**src/rtl/serial_word_comparator_if.sv**
```systemverilog
// Handshake and bit-pair bundle for the bit-serial word comparator.
// The slave side is the comparator; the master side feeds operands and flags.
interface serial_word_comparator_if #(
  parameter int WIDTH = 8
);
  logic             i_start;
  logic [WIDTH-1:0] i_a;
  logic [WIDTH-1:0] i_b;
  logic             o_bit_a;
  logic             o_bit_b;
  logic             i_yamb;
  logic             i_yarb;
  logic             i_ya_wieksze_b;
  logic             o_busy;
  logic             o_done;
  logic             o_yamb;
  logic             o_yarb;
  logic             o_ya_wieksze_b;
  logic             o_err;

  modport slave (
    input  i_start,
    input  i_a,
    input  i_b,
    output o_bit_a,
    output o_bit_b,
    input  i_yamb,
    input  i_yarb,
    input  i_ya_wieksze_b,
    output o_busy,
    output o_done,
    output o_yamb,
    output o_yarb,
    output o_ya_wieksze_b,
    output o_err
  );

  modport master (
    output i_start,
    output i_a,
    output i_b,
    input  o_bit_a,
    input  o_bit_b,
    output i_yamb,
    output i_yarb,
    output i_ya_wieksze_b,
    input  o_busy,
    input  o_done,
    input  o_yamb,
    input  o_yarb,
    input  o_ya_wieksze_b,
    input  o_err
  );
endinterface

```
**src/rtl/serial_word_comparator.sv**
```systemverilog
// Bit-serial MSB-first magnitude comparator driving an external
// 1-bit comparator and resolving the word result with early exit.
module serial_word_comparator #(
  parameter int WIDTH = 8
) (
  input logic i_clk,
  input logic i_rst,
  serial_word_comparator_if.slave bus
);

  localparam int CW = (WIDTH > 1) ? $clog2(WIDTH) : 1;

  typedef enum logic [1:0] {
    IDLE,
    SHIFT,
    DONE
  } state_t;

  state_t state_q, state_d;

  logic [WIDTH-1:0] sh_a_q, sh_a_d;
  logic [WIDTH-1:0] sh_b_q, sh_b_d;
  logic [CW-1:0]    cnt_q, cnt_d;
  logic             lt_q, lt_d;
  logic             eq_q, eq_d;
  logic             gt_q, gt_d;
  logic             err_q, err_d;

  logic f_lt, f_eq, f_gt;
  logic flags_onehot;

  assign f_lt = bus.i_yamb;
  assign f_eq = bus.i_yarb;
  assign f_gt = bus.i_ya_wieksze_b;

  assign flags_onehot = ( f_lt & ~f_eq & ~f_gt)
                      | (~f_lt &  f_eq & ~f_gt)
                      | (~f_lt & ~f_eq &  f_gt);

  always_comb begin
    state_d = state_q;
    sh_a_d  = sh_a_q;
    sh_b_d  = sh_b_q;
    cnt_d   = cnt_q;
    lt_d    = lt_q;
    eq_d    = eq_q;
    gt_d    = gt_q;
    err_d   = err_q;
    unique case (state_q)
      IDLE: begin
        if (bus.i_start) begin
          sh_a_d  = bus.i_a;
          sh_b_d  = bus.i_b;
          cnt_d   = CW'(WIDTH - 1);
          err_d   = 1'b0;
          state_d = SHIFT;
        end
      end
      SHIFT: begin
        // Flags come back combinationally from the bit pair we drive now.
        if (!flags_onehot) begin
          err_d   = 1'b1;
          lt_d    = 1'b0;
          eq_d    = 1'b0;
          gt_d    = 1'b0;
          state_d = DONE;
        end else if (f_lt || f_gt) begin
          lt_d    = f_lt;
          eq_d    = 1'b0;
          gt_d    = f_gt;
          state_d = DONE;
        end else if (cnt_q == '0) begin
          lt_d    = 1'b0;
          eq_d    = 1'b1;
          gt_d    = 1'b0;
          state_d = DONE;
        end else begin
          sh_a_d = sh_a_q << 1;
          sh_b_d = sh_b_q << 1;
          cnt_d  = cnt_q - CW'(1);
        end
      end
      DONE: begin
        state_d = IDLE;
      end
      default: begin
        state_d = IDLE;
      end
    endcase
  end

  always_ff @(posedge i_clk) begin
    if (i_rst) begin
      state_q <= IDLE;
      sh_a_q  <= '0;
      sh_b_q  <= '0;
      cnt_q   <= '0;
      lt_q    <= 1'b0;
      eq_q    <= 1'b0;
      gt_q    <= 1'b0;
      err_q   <= 1'b0;
    end else begin
      state_q <= state_d;
      sh_a_q  <= sh_a_d;
      sh_b_q  <= sh_b_d;
      cnt_q   <= cnt_d;
      lt_q    <= lt_d;
      eq_q    <= eq_d;
      gt_q    <= gt_d;
      err_q   <= err_d;
    end
  end

  assign bus.o_busy         = (state_q != IDLE);
  assign bus.o_done         = (state_q == DONE);
  assign bus.o_bit_a        = (state_q == SHIFT) & sh_a_q[WIDTH-1];
  assign bus.o_bit_b        = (state_q == SHIFT) & sh_b_q[WIDTH-1];
  assign bus.o_yamb         = lt_q;
  assign bus.o_yarb         = eq_q;
  assign bus.o_ya_wieksze_b = gt_q;
  assign bus.o_err          = err_q;

endmodule

```
**src/flat_wrapper.sv**
```systemverilog
// flat-port wrapper written by rule: the top's interface ports become plain ports
module serial_word_comparator_flat 
#(
  parameter int WIDTH = 8
)
  (i_clk, i_rst, bus_i_start, bus_i_a, bus_i_b, bus_o_bit_a, bus_o_bit_b, bus_i_yamb, bus_i_yarb, bus_i_ya_wieksze_b, bus_o_busy, bus_o_done, bus_o_yamb, bus_o_yarb, bus_o_ya_wieksze_b, bus_o_err);
  serial_word_comparator_if #(.WIDTH(WIDTH)) bus_i ();
  input logic i_clk;
  input logic i_rst;
  input wire logic [$bits(bus_i.i_start)-1:0] bus_i_start;
  input wire logic [$bits(bus_i.i_a)-1:0] bus_i_a;
  input wire logic [$bits(bus_i.i_b)-1:0] bus_i_b;
  output wire logic [$bits(bus_i.o_bit_a)-1:0] bus_o_bit_a;
  output wire logic [$bits(bus_i.o_bit_b)-1:0] bus_o_bit_b;
  input wire logic [$bits(bus_i.i_yamb)-1:0] bus_i_yamb;
  input wire logic [$bits(bus_i.i_yarb)-1:0] bus_i_yarb;
  input wire logic [$bits(bus_i.i_ya_wieksze_b)-1:0] bus_i_ya_wieksze_b;
  output wire logic [$bits(bus_i.o_busy)-1:0] bus_o_busy;
  output wire logic [$bits(bus_i.o_done)-1:0] bus_o_done;
  output wire logic [$bits(bus_i.o_yamb)-1:0] bus_o_yamb;
  output wire logic [$bits(bus_i.o_yarb)-1:0] bus_o_yarb;
  output wire logic [$bits(bus_i.o_ya_wieksze_b)-1:0] bus_o_ya_wieksze_b;
  output wire logic [$bits(bus_i.o_err)-1:0] bus_o_err;
  assign bus_i.i_start = bus_i_start;
  assign bus_i.i_a = bus_i_a;
  assign bus_i.i_b = bus_i_b;
  assign bus_o_bit_a = bus_i.o_bit_a;
  assign bus_o_bit_b = bus_i.o_bit_b;
  assign bus_i.i_yamb = bus_i_yamb;
  assign bus_i.i_yarb = bus_i_yarb;
  assign bus_i.i_ya_wieksze_b = bus_i_ya_wieksze_b;
  assign bus_o_busy = bus_i.o_busy;
  assign bus_o_done = bus_i.o_done;
  assign bus_o_yamb = bus_i.o_yamb;
  assign bus_o_yarb = bus_i.o_yarb;
  assign bus_o_ya_wieksze_b = bus_i.o_ya_wieksze_b;
  assign bus_o_err = bus_i.o_err;
  serial_word_comparator #(.WIDTH(WIDTH)) u_core (.i_clk(i_clk), .i_rst(i_rst), .bus(bus_i));
endmodule
```
**config.mk**
```make
export PLATFORM = sky130hd
export DESIGN_NAME = serial_word_comparator_flat
export DESIGN_NICKNAME = d
export VERILOG_FILES = /design/src/rtl/serial_word_comparator_if.sv /design/src/rtl/serial_word_comparator.sv /design/src/flat_wrapper.sv
export SDC_FILE = /design/constraint.sdc
export NUM_CORES = 1
export LEC_CHECK = 0
export ABC_CLOCK_PERIOD_IN_PS = 3350
export CORE_MARGIN = 5
export CORE_UTILIZATION = 40
export CTS_CLUSTER_DIAMETER = 200
export DETAILED_ROUTE_END_ITERATION = 10
export PLACE_DENSITY = 0.69
export SLEW_MARGIN = 20
export SYNTH_ARGS = -nofsm -noshare
export SYNTH_HDL_FRONTEND = slang
export SYNTH_SLANG_ARGS = --single-unit
```
**constraint.sdc**
```tcl
create_clock -name i_clk -period 3.35 [get_ports i_clk]
set_input_delay 0.5025 -clock i_clk [delete_from_list [all_inputs] [get_ports i_clk]]
set_output_delay 0.5025 -clock i_clk [all_outputs]
set_load 0.005 [all_outputs]
```
==> flow_metrics.env, run 1 <==
export IMPL_first_pass_iters=4
export IMPL_relSlewSlack=0.266
export IMPL_clock_latency_ps=310
export IMPL_r2r_start="u_core.cnt_q[0]$_SDFFE_PP0P_"
export IMPL_synth_top_area_frac=0.397
export IMPL_hold_viol=0
export IMPL_synth_nets=150
export IMPL_finalPower_uw=611
export IMPL_grt_pass1_vias=1037
export IMPL_fin_util=0.519
export IMPL_ys_ff_latch=25
export IMPL_dieArea_sq_um=4380
export IMPL_rows=20
export IMPL_powerDensity_nw_per_um2=389
export IMPL_die_y_um=66.2
export IMPL_path_class="reg2out"
export IMPL_synth_edf_count=0
export IMPL_grt_setup_unrepaired="no"
export IMPL_area_growth_pct=24.5
export IMPL_synth_area_per_cell_sq_um=10.0
export IMPL_final_cells=193
export IMPL_cts_setup_buffers=0
export IMPL_drive_gt1_frac=0.101
export IMPL_r2r_worst_path_cells=7
export IMPL_pin_count=30
export IMPL_endpoint_kind="primary output"
export IMPL_synth_common_cells="28 x a211oi_1, 25 x dfxtp_1, 14 x mux2i_1"
export IMPL_ys_warn_count=0
export IMPL_synth_top_area_cell="dfxtp_1"
export IMPL_port_buffers=29
export IMPL_cts_resized_gates=0
export IMPL_grt_max_degree=28
export IMPL_grt_usage=0.129
export IMPL_syn_area_sq_um=1260
export IMPL_cp_arrival_ps=1840
export IMPL_hpwl_um=1830
export IMPL_fmax_mhz=426
export IMPL_via_per_inst=5.31
export IMPL_die_w_um=66.2
export IMPL_synth_cell_type_count=30
export IMPL_antenna_found_initial=0
export IMPL_drv_cap=0
export IMPL_root_buffer="clkbuf_4"
export IMPL_final_area_sq_um=1570
export IMPL_start_kind="flop"
export IMPL_syn_inst=126
export IMPL_power_leakage_nw=0.609
export IMPL_cts_tree="done"
export IMPL_required_ps=2850
export IMPL_ir_drop_v=0.000225
export IMPL_cts_buffers=3
export IMPL_diodes=0
export IMPL_fin_crit_sh=0.700
export IMPL_start_util=0.417
export IMPL_clock_skew_ps=5.42
export IMPL_cp_max_fo=27
export IMPL_grt_pass1_wl_um=4510
export IMPL_synth_area_top_cells="dfxtp_1 40%, a211oi_1 17%, mux2i_1 11%"
export IMPL_finalCriticalPeriod_ps=2350
export IMPL_cp_startpoint="u_core.state_q[0]$_SDFFE_PP0P_"
export IMPL_holdPathStages=2
export IMPL_routedWlPerCell_um=14.0
export IMPL_place_inst=189
export IMPL_fin_nets=174
export IMPL_slew_viol_final=0
export IMPL_core_sq_um=3030
export IMPL_drc=0
export IMPL_setup_viol=0
export IMPL_synth_most_common_cell="a211oi_1"
export IMPL_gp_congestion=0.746
export IMPL_drt_initial_drc_count=29
export IMPL_cts_max_level=1
export IMPL_ant_nets=0
export IMPL_async_flop_share=0
export IMPL_dpl_cell_area_sq_um=1540
export IMPL_synth_flop_cell="dfxtp_1"
export IMPL_cts_hold_buf=0
export IMPL_synth_seq_area_share=0.397
export IMPL_cts_sinks=25
export IMPL_cts_buffer_depth=2
export IMPL_fin_tns_setup_ps=0
export IMPL_status="complete, no violations"
export IMPL_vias=1025
export IMPL_min_delay_path_class="reg2reg"
export IMPL_grt_overflow_total=0
export IMPL_worstHoldStart="u_core.bus.o_yamb$_SDFFE_PP0P_"
export IMPL_wirelength_um=2700
export IMPL_clk_pin_slew_ps=130
export IMPL_max_slew_worst_pin_slew_ps=1100
-- critical path, cell delays in order, from the launching register on --
cell and delay (ps):
dfxtp_1 410, nor2b_1 150, buf_4 290, and2_1 170
clkdlybuf4s50_1 500
-- cells by family after synthesis --
family,Yosys count,share of synthesized area
xor gates and xnor gates,1,0.00695
and+or+nand+nor,20,0.101
AOI/OAI and AO/OA,45,0.269
adders and majority gates,2,0.0198
DFF,25,0.397
buffers and inverters,18,0.0863
muxes,15,0.120
-- state kept, by name, summed over array words and instances (netlist names) --
name,flops
u_core.cnt_q,3
u_core.bus.o_yamb,1
u_core.bus.o_err,1
u_core.bus.o_ya_wieksze_b,1
u_core.sh_a_q,8
u_core.state_q,2
u_core.bus.o_yarb,1
u_core.sh_b_q,8
-- routing by layer --
layer | global-route usage | wire length, um | vias to the layer above
li1 | - | - | 519
met1 | 0.150 | 1260 | 492
met2 | 0.230 | 1350 | 12
met3 | 0.0170 | 60 | 2
met4 | 0.0609 | 27 | 0
met5 | 0 | 0 | -
-- where the power goes --
| part | switching [mW] | internal [mW] |
|---|---|---|
| Clock | 0.0864 | 0.0465 |
| Sequential | 0.0138 | 0.322 |
| Combinational | 0.0677 | 0.0749 |
-- cells in the final DEF, fill, tap and decap left out --
cell type / instances
clkdlybuf4s50_1: 29
a211oi_1: 28
dfxtp_1: 25
mux2i_1: 14
inv_1: 5
a21oi_1: 5
nor2b_1: 3
nor2_1: 3
clkbuf_4: 3
buf_4: 3
and2_1: 2
nand2b_1: 2
o21ai_0: 2
nand3_1: 2
a211oi_2: 2
a211o_2: 2
nand2_1: 2
nor3_1: 2
a311oi_1: 2
ha_1: 2
or2_2: 1
nor4b_4: 1
nor3b_2: 1
a21o_2: 1
a31oi_1: 1
o21a_1: 1
nor3b_1: 1
xor2_1: 1
mux2_2: 1
o32ai_1: 1
clkbuf_1: 1
-- layout make-up --
| cell class | count | area, sq um |
|---|---|---|
| Clock buffer | 4 | 26.3 |
| Fill cell | 293 | 1460 |
| Sequential cell | 25 | 500 |
| Multi-Input combinational cell | 83 | 657 |
| Timing Repair Buffer | 32 | 313 |
| Tap cell | 44 | 55.1 |
| Inverter | 5 | 18.8 |
-- worst paths after layout --
path                                    endpoint  slack [ps]
setup reg to reg    u_core.cnt_q[2]$_SDFFE_PP0P_        1170
setup / recovery                     bus_o_bit_a        1000
hold / removal    u_core.bus.o_yamb$_SDFFE_PP0P_         500
hold reg to reg   u_core.bus.o_yamb$_SDFFE_PP0P_         500
-- metrics by stage --
stage | hold WS [ps] | setup slack [ps]
after floorplan | 462 | 1640
after detailed placement | 477 | 881
after global placement | 471 | 924
final | 495 | 1000
after global routing | 538 | 926
after CTS | 495 | 999
(Power assumes the default switching activity.)
==> inputs of run 2 (changes only) <==
- ABC_CLOCK_PERIOD_IN_PS: 3350 -> 2200
- clock period: 3.35 -> 2.2 ns (I/O delays scaled with it)
==> run 2 against run 1 <==
- critical endpoint unchanged
- non-clock buffer count up 4
- die area is the same
- via count grew 3.0%
- clock power increased by 53%
==> flow_metrics.env, run 2 (synthesized netlist as in run 1, its figures left out) <==
export IMPL_via_per_inst=5.36
export IMPL_p_int_uw=677
export IMPL_first_pass_iters=4
export IMPL_fin_ws_ps=198
export IMPL_drive_gt1_frac=0.137
export IMPL_dpl_cell_area_sq_um=1570
export IMPL_finalCriticalPeriod_ps=2000
export IMPL_power_leakage_nw=0.632
export IMPL_setup_viol=0
export IMPL_slew_viol_final=0
export IMPL_grt_usage=0.123
export IMPL_cts_resized_gates=0
export IMPL_use_met1=0.167
export IMPL_fin_crit_sh=0.910
export IMPL_start_kind="flop"
export IMPL_critPathMaxStageDelay_ps=500
export IMPL_area_growth_pct=27.2
export IMPL_antenna_found_initial=0
export IMPL_required_ps=1870
export IMPL_cts_tree="done"
export IMPL_met2_usage=0.200
export IMPL_grt_setup_unrepaired="no"
export IMPL_drt_initial_drc_count=34
export IMPL_hpwl_um=1900
export IMPL_port_buffers=29
export IMPL_clock_latency_ps=320
export IMPL_routedWlPerCell_um=13.3
export IMPL_switchingPower_uw=260
export IMPL_cts_buffers=3
export IMPL_diodes=0
export IMPL_clk_pin_slew_ps=140
export IMPL_cts_sinks=25
export IMPL_swShare=0.277
export IMPL_path_cells="nor2b_2 > and2_1 > clkdlybuf4s50_1"
export IMPL_cts_setup_buffers=0
export IMPL_cts_buffer_depth=2
export IMPL_fmax_mhz=499
export IMPL_max_slew_worst_pin_slew_ps=601
export IMPL_busiest_layer="met2"
export IMPL_reg_largest_list="u_core.sh_a_q: 8 flops, u_core.sh_b_q: 8 flops, u_core.cnt_q: 3 flops"
export IMPL_crit_slowest_cell="clkdlybuf4s50_1"
export IMPL_wirelength_um=2630
export IMPL_rows=20
export IMPL_cp_max_fo=5
export IMPL_drv_cap=0
export IMPL_gp_congestion=0.754
export IMPL_hold_viol=0
export IMPL_status="complete, no violations"
export IMPL_cp_arrival_ps=1670
export IMPL_finalPower_uw=937
export IMPL_grt_pass1_wl_um=4300
export IMPL_core_sq_um=3030
export IMPL_place_inst=193
export IMPL_fillCellCount=280
export IMPL_clock_skew_ps=7.67
export IMPL_path_class="reg2out"
export IMPL_final_common_cell="clkdlybuf4s50_1"
export IMPL_cts_max_level=1
export IMPL_p_seq_frac=0.546
export IMPL_clockPowerShare=0.216
export IMPL_pin_count=30
export IMPL_ant_nets=0
export IMPL_vias=1056
export IMPL_endpoint_kind="primary output"
export IMPL_die_w_um=66.2
export IMPL_dieArea_sq_um=4380
export IMPL_drc=0
export IMPL_fin_util=0.530
export IMPL_cts_hold_buf=0
export IMPL_fin_nets=178
export IMPL_p_comb_frac=0.237
export IMPL_grt_overflow_total=0
export IMPL_powerDensity_nw_per_um2=584
export IMPL_grt_met3_usage=0.0102
export IMPL_ir_drop_v=0.000303
export IMPL_min_delay_path_class="reg2reg"
export IMPL_root_buffer="clkbuf_4"
export IMPL_preCtsSetupSlack_ps=228
export IMPL_grt_max_degree=23
export IMPL_final_cell_mix="29 x clkdlybuf4s50_1, 28 x a211oi_1, 25 x dfxtp_1, 14 x mux2i_1, 7 x buf_4"
export IMPL_fin_tns_setup_ps=0
export IMPL_whs_ps=489
export IMPL_relSlewSlack=0.598
export IMPL_start_util=0.417
export IMPL_final_cells=197
export IMPL_final_area_sq_um=1600
export IMPL_die_y_um=66.2
export IMPL_grt_pass1_vias=940
[run 2: changes by cell type in the layout (fill, tap and decap cells not counted)]
cell | before | now
nor2b_2 | 0 | 1
buf_4 | 3 | 7
nor2b_1 | 3 | 2
clkinv_2 | 0 | 1
clkbuf_1 | 1 | 0
[run 2: power groups by stage]
stage | combinational, mW | clock (mW) | sequential (mW)
after floorplan | 0.148 | 0 | 0.515
after global placement | 0.218 | 0 | 0.519
after detailed placement | 0.222 | 0 | 0.521
after CTS | 0.223 | 0.210 | 0.511
after global routing | 0.245 | 0.224 | 0.516
final | 0.222 | 0.203 | 0.512
[run 2: area by class of cell]
type                    instances  area [sq um]  area share
clock buffers                   3          22.5      0.0140
repair buffers                 36           343       0.214
multi-input cells              83           659       0.411
inverters                       5          18.8      0.0117
flip-flops and latches         25           500       0.312
well taps                      44          55.1      0.0343
clock inverters                 1          5.00     0.00312
[run 2: worst paths after layout]
kind	startpoint	endpoint	slack, ps	cells after the start
setup reg to reg	u_core.cnt_q[0]$_SDFFE_PP0P_	u_core.cnt_q[2]$_SDFFE_PP0P_	340	7
hold / removal	u_core.bus.o_ya_wieksze_b$_SDFFE_PP0P_	u_core.bus.o_ya_wieksze_b$_SDFFE_PP0P_	490	2
setup / recovery	u_core.state_q[0]$_SDFFE_PP0P_	bus_o_bit_a	200	3
hold reg to reg	u_core.bus.o_ya_wieksze_b$_SDFFE_PP0P_	u_core.bus.o_ya_wieksze_b$_SDFFE_PP0P_	490	2
[run 2: critical path, delay by kind of cell, from the launching register on]
family / cells / cell delay (ps)
flops: 1 / 410
simple gates: 2 / 450
buf+inv: 1 / 500
[run 2: metal layers]
| layer | wire length, um | up-vias |
|---|---|---|
| met1 | 1240 | 507 |
| met3 | 58 | 4 |
| met2 | 1300 | 20 |
| li1 | - | 525 |
| met5 | 0 | - |
| met4 | 36 | 0 |
==> inputs of run 3 (changes only) <==
- ABC_AREA: unset -> 1
- PLACE_DENSITY: 0.69 -> 0.68
==> run 3 against run 2 <==
- synthesized area increased by 7.2%
- power rose by 1.6%
- clock power is 3% higher
- register-to-register slack gained 230 ps
- setup slack gained 180 ps
- maximum frequency grew 9.8%
- die area rose by 6.1%
- combinational power increased by 8%
- utilization shrank 2.6 points
- first-iteration DRC count is 76% higher
- worst hold slack got worse by 21 ps
- sequential share of layout area fell by 1.2 points
- largest power group unchanged
- highest routed layer unchanged
==> flow_metrics.env, run 3 <==
export IMPL_status="complete, no violations"
export IMPL_drc=0
export IMPL_ys_ff_latch=25
export IMPL_syn_inst=204
export IMPL_r2r_slack_ps=570
export IMPL_clock_latency_ps=320
export IMPL_synth_edf_count=0
export IMPL_fillCellCount=361
export IMPL_min_to="u_core.bus.o_yarb$_SDFFE_PP0P_"
export IMPL_die_y_um=68.2
export IMPL_finalCriticalPeriod_ps=1820
export IMPL_clockPowerShare=0.221
export IMPL_fmax_mhz=549
export IMPL_min_delay_path_class="reg2reg"
export IMPL_synth_top_area_frac=0.370
export IMPL_fin_tns_setup_ps=0
export IMPL_setup_viol=0
export IMPL_final_area_sq_um=1670
export IMPL_power_leakage_nw=0.783
export IMPL_relSlewSlack=0.777
export IMPL_cts_max_level=1
export IMPL_slew_viol_final=0
export IMPL_clock_skew_ps=2.17
export IMPL_multiInputGateArea_sq_um=653
export IMPL_start_util=0.409
export IMPL_hpwl_um=2030
export IMPL_switchingPower_uw=276
export IMPL_root_buffer="clkbuf_4"
export IMPL_holdPathStages=2
export IMPL_ys_warn_count=0
export IMPL_dieArea_sq_um=4640
export IMPL_synth_area_top_cells="dfxtp_1 37%, nand2_1 14%, a21oi_1 8.1%"
export IMPL_rows=21
export IMPL_first_pass_iters=4
export IMPL_grt_pass1_vias=1071
export IMPL_r2r_start="u_core.cnt_q[0]$_SDFFE_PP0P_"
export IMPL_cp_arrival_ps=1490
export IMPL_antenna_found_initial=0
export IMPL_r2r_worst_path_cells=9
export IMPL_required_ps=1870
export IMPL_area_growth_pct=23.4
export IMPL_endpoint_kind="primary output"
export IMPL_diodes=0
export IMPL_ir_drop_v=0.000471
export IMPL_cts_buffers=3
export IMPL_cts_buffer_depth=2
export IMPL_pin_count=30
export IMPL_fin_crit_sh=0.829
export IMPL_gp_congestion=0.769
export IMPL_synth_cell_type_count=20
export IMPL_grt_max_degree=35
export IMPL_synth_area_per_cell_sq_um=6.63
export IMPL_timing_rr_end="u_core.sh_b_q[6]$_SDFFE_PP0P_"
export IMPL_hold_viol=0
export IMPL_regArea_sq_um=500
export IMPL_cp_max_fo=10
export IMPL_powerDensity_nw_per_um2=571
export IMPL_grt_pass1_wl_um=4400
export IMPL_synth_nets=228
export IMPL_drt_initial_drc_count=60
export IMPL_cts_setup_buffers=0
export IMPL_grt_overflow_total=0
export IMPL_p_int_uw=676
export IMPL_syn_area_sq_um=1350
export IMPL_final_common_cell="nand2_1"
export IMPL_via_per_inst=4.50
export IMPL_cts_hold_buf=0
export IMPL_fin_nets=256
export IMPL_reg_largest_list="u_core.sh_a_q: 8 flops, u_core.sh_b_q: 8 flops, u_core.cnt_q: 3 flops"
export IMPL_p_seq_frac=0.529
export IMPL_grt_usage=0.126
export IMPL_synth_seq_area_share=0.370
export IMPL_cts_resized_gates=0
export IMPL_drive_gt1_frac=0.0779
export IMPL_p_comb_frac=0.251
export IMPL_worstHoldStart="u_core.bus.o_yarb$_SDFFE_PP0P_"
export IMPL_path_class="reg2out"
export IMPL_core_sq_um=3310
export IMPL_start_kind="flop"
export IMPL_grt_setup_unrepaired="no"
export IMPL_final_cell_mix="51 x nand2_1, 29 x clkdlybuf4s50_1, 25 x dfxtp_1, 24 x nor2_1, 23 x inv_1"
export IMPL_synth_common_cells="51 x nand2_1, 25 x dfxtp_1, 24 x nor2_1"
export IMPL_routedWlPerCell_um=10.0
export IMPL_synth_flop_cell="dfxtp_1"
export IMPL_die_w_um=68.2
export IMPL_synth_most_common_cell="nand2_1"
export IMPL_wirelength_um=2770
export IMPL_drv_cap=0
export IMPL_cts_tree="done"
export IMPL_synth_top_area_cell="dfxtp_1"
export IMPL_max_slew_worst_pin_slew_ps=335
export IMPL_cts_sinks=25
export IMPL_port_buffers=29
export IMPL_dpl_cell_area_sq_um=1640
export IMPL_vias=1247
export IMPL_clk_pin_slew_ps=130
export IMPL_swShare=0.290
export IMPL_ant_nets=0
export IMPL_async_flop_share=0
run 3: power groups by stage:
stage	Sequential, mW	Clock (mW)	Combinational, mW
finish	0.504	0.210	0.239
global route	0.508	0.232	0.272
CTS	0.504	0.218	0.242
detailed placement	0.514	0	0.241
global placement	0.514	0	0.239
floorplan	0.512	0	0.163
run 3: how the worst max path moves through the flow:
| stage | startpoint | endpoint | slack (ps) | depth (start not counted) |
|---|---|---|---|---|
| 2_1_floorplan | u_core.cnt_q[0]$_SDFFE_PP0P_ | u_core.cnt_q[0]$_SDFFE_PP0P_ | 800 | 8 |
| 3_3_place_gp | bus_i_yarb | u_core.sh_b_q[2]$_SDFFE_PP0P_ | 490 | 8 |
| 3_5_place_dp | bus_i_yarb | u_core.sh_b_q[6]$_SDFFE_PP0P_ | 470 | 8 |
| 4_1_cts | u_core.state_q[1]$_SDFFE_PP0P_ | bus_o_bit_a | 350 | 4 |
| 5_1_grt | u_core.state_q[0]$_SDFFE_PP0P_ | bus_o_bit_a | 280 | 3 |
| 6_report | u_core.state_q[1]$_SDFFE_PP0P_ | bus_o_bit_a | 380 | 4 |
run 3: layout make-up:
cell class / count / area share
inverters: 27 / 0.0622
clock buffers: 4 / 0.0157
flip-flops and latches: 25 / 0.300
well taps: 46 / 0.0345
multi-input cells: 141 / 0.391
repair buffers: 34 / 0.196
run 3: cells by family after synthesis:
family / after synthesis / share of synthesized area
buffers and inverters: 38 / 0.147
AND/OR/NAND/NOR: 106 / 0.342
AO/OA/AOI/OAI: 33 / 0.122
adder cells (fa/ha/maj): 2 / 0.0185
flip-flops: 25 / 0.370
run 3: metal layers:
metal,GRT usage,routed length [um],vias to the layer above
li1,-,-,696
met1,0.146,1330,533
met2,0.223,1310,13
met3,0.0345,87,5
met4,0.0447,42,0
met5,0,0,-
run 3: per-stage QoR:
stage	cells	worst slack [ps]	util	total power, mW	hold slack, ps
floorplan	204	805	-	0.675	399
global placement	273	492	0.496	0.753	443
detailed placement	273	473	0.496	0.755	452
CTS	277	350	0.504	0.964	473
global route	277	279	0.504	1.01	482
finish	277	377	0.504	0.952	468
run 3: worst max-delay path, cell delays in order, from the launching register on:
cell	delay, ps
dfxtp_1	330
inv_2	80
nand2_2	140
nor2_1	120
clkdlybuf4s50_1	500
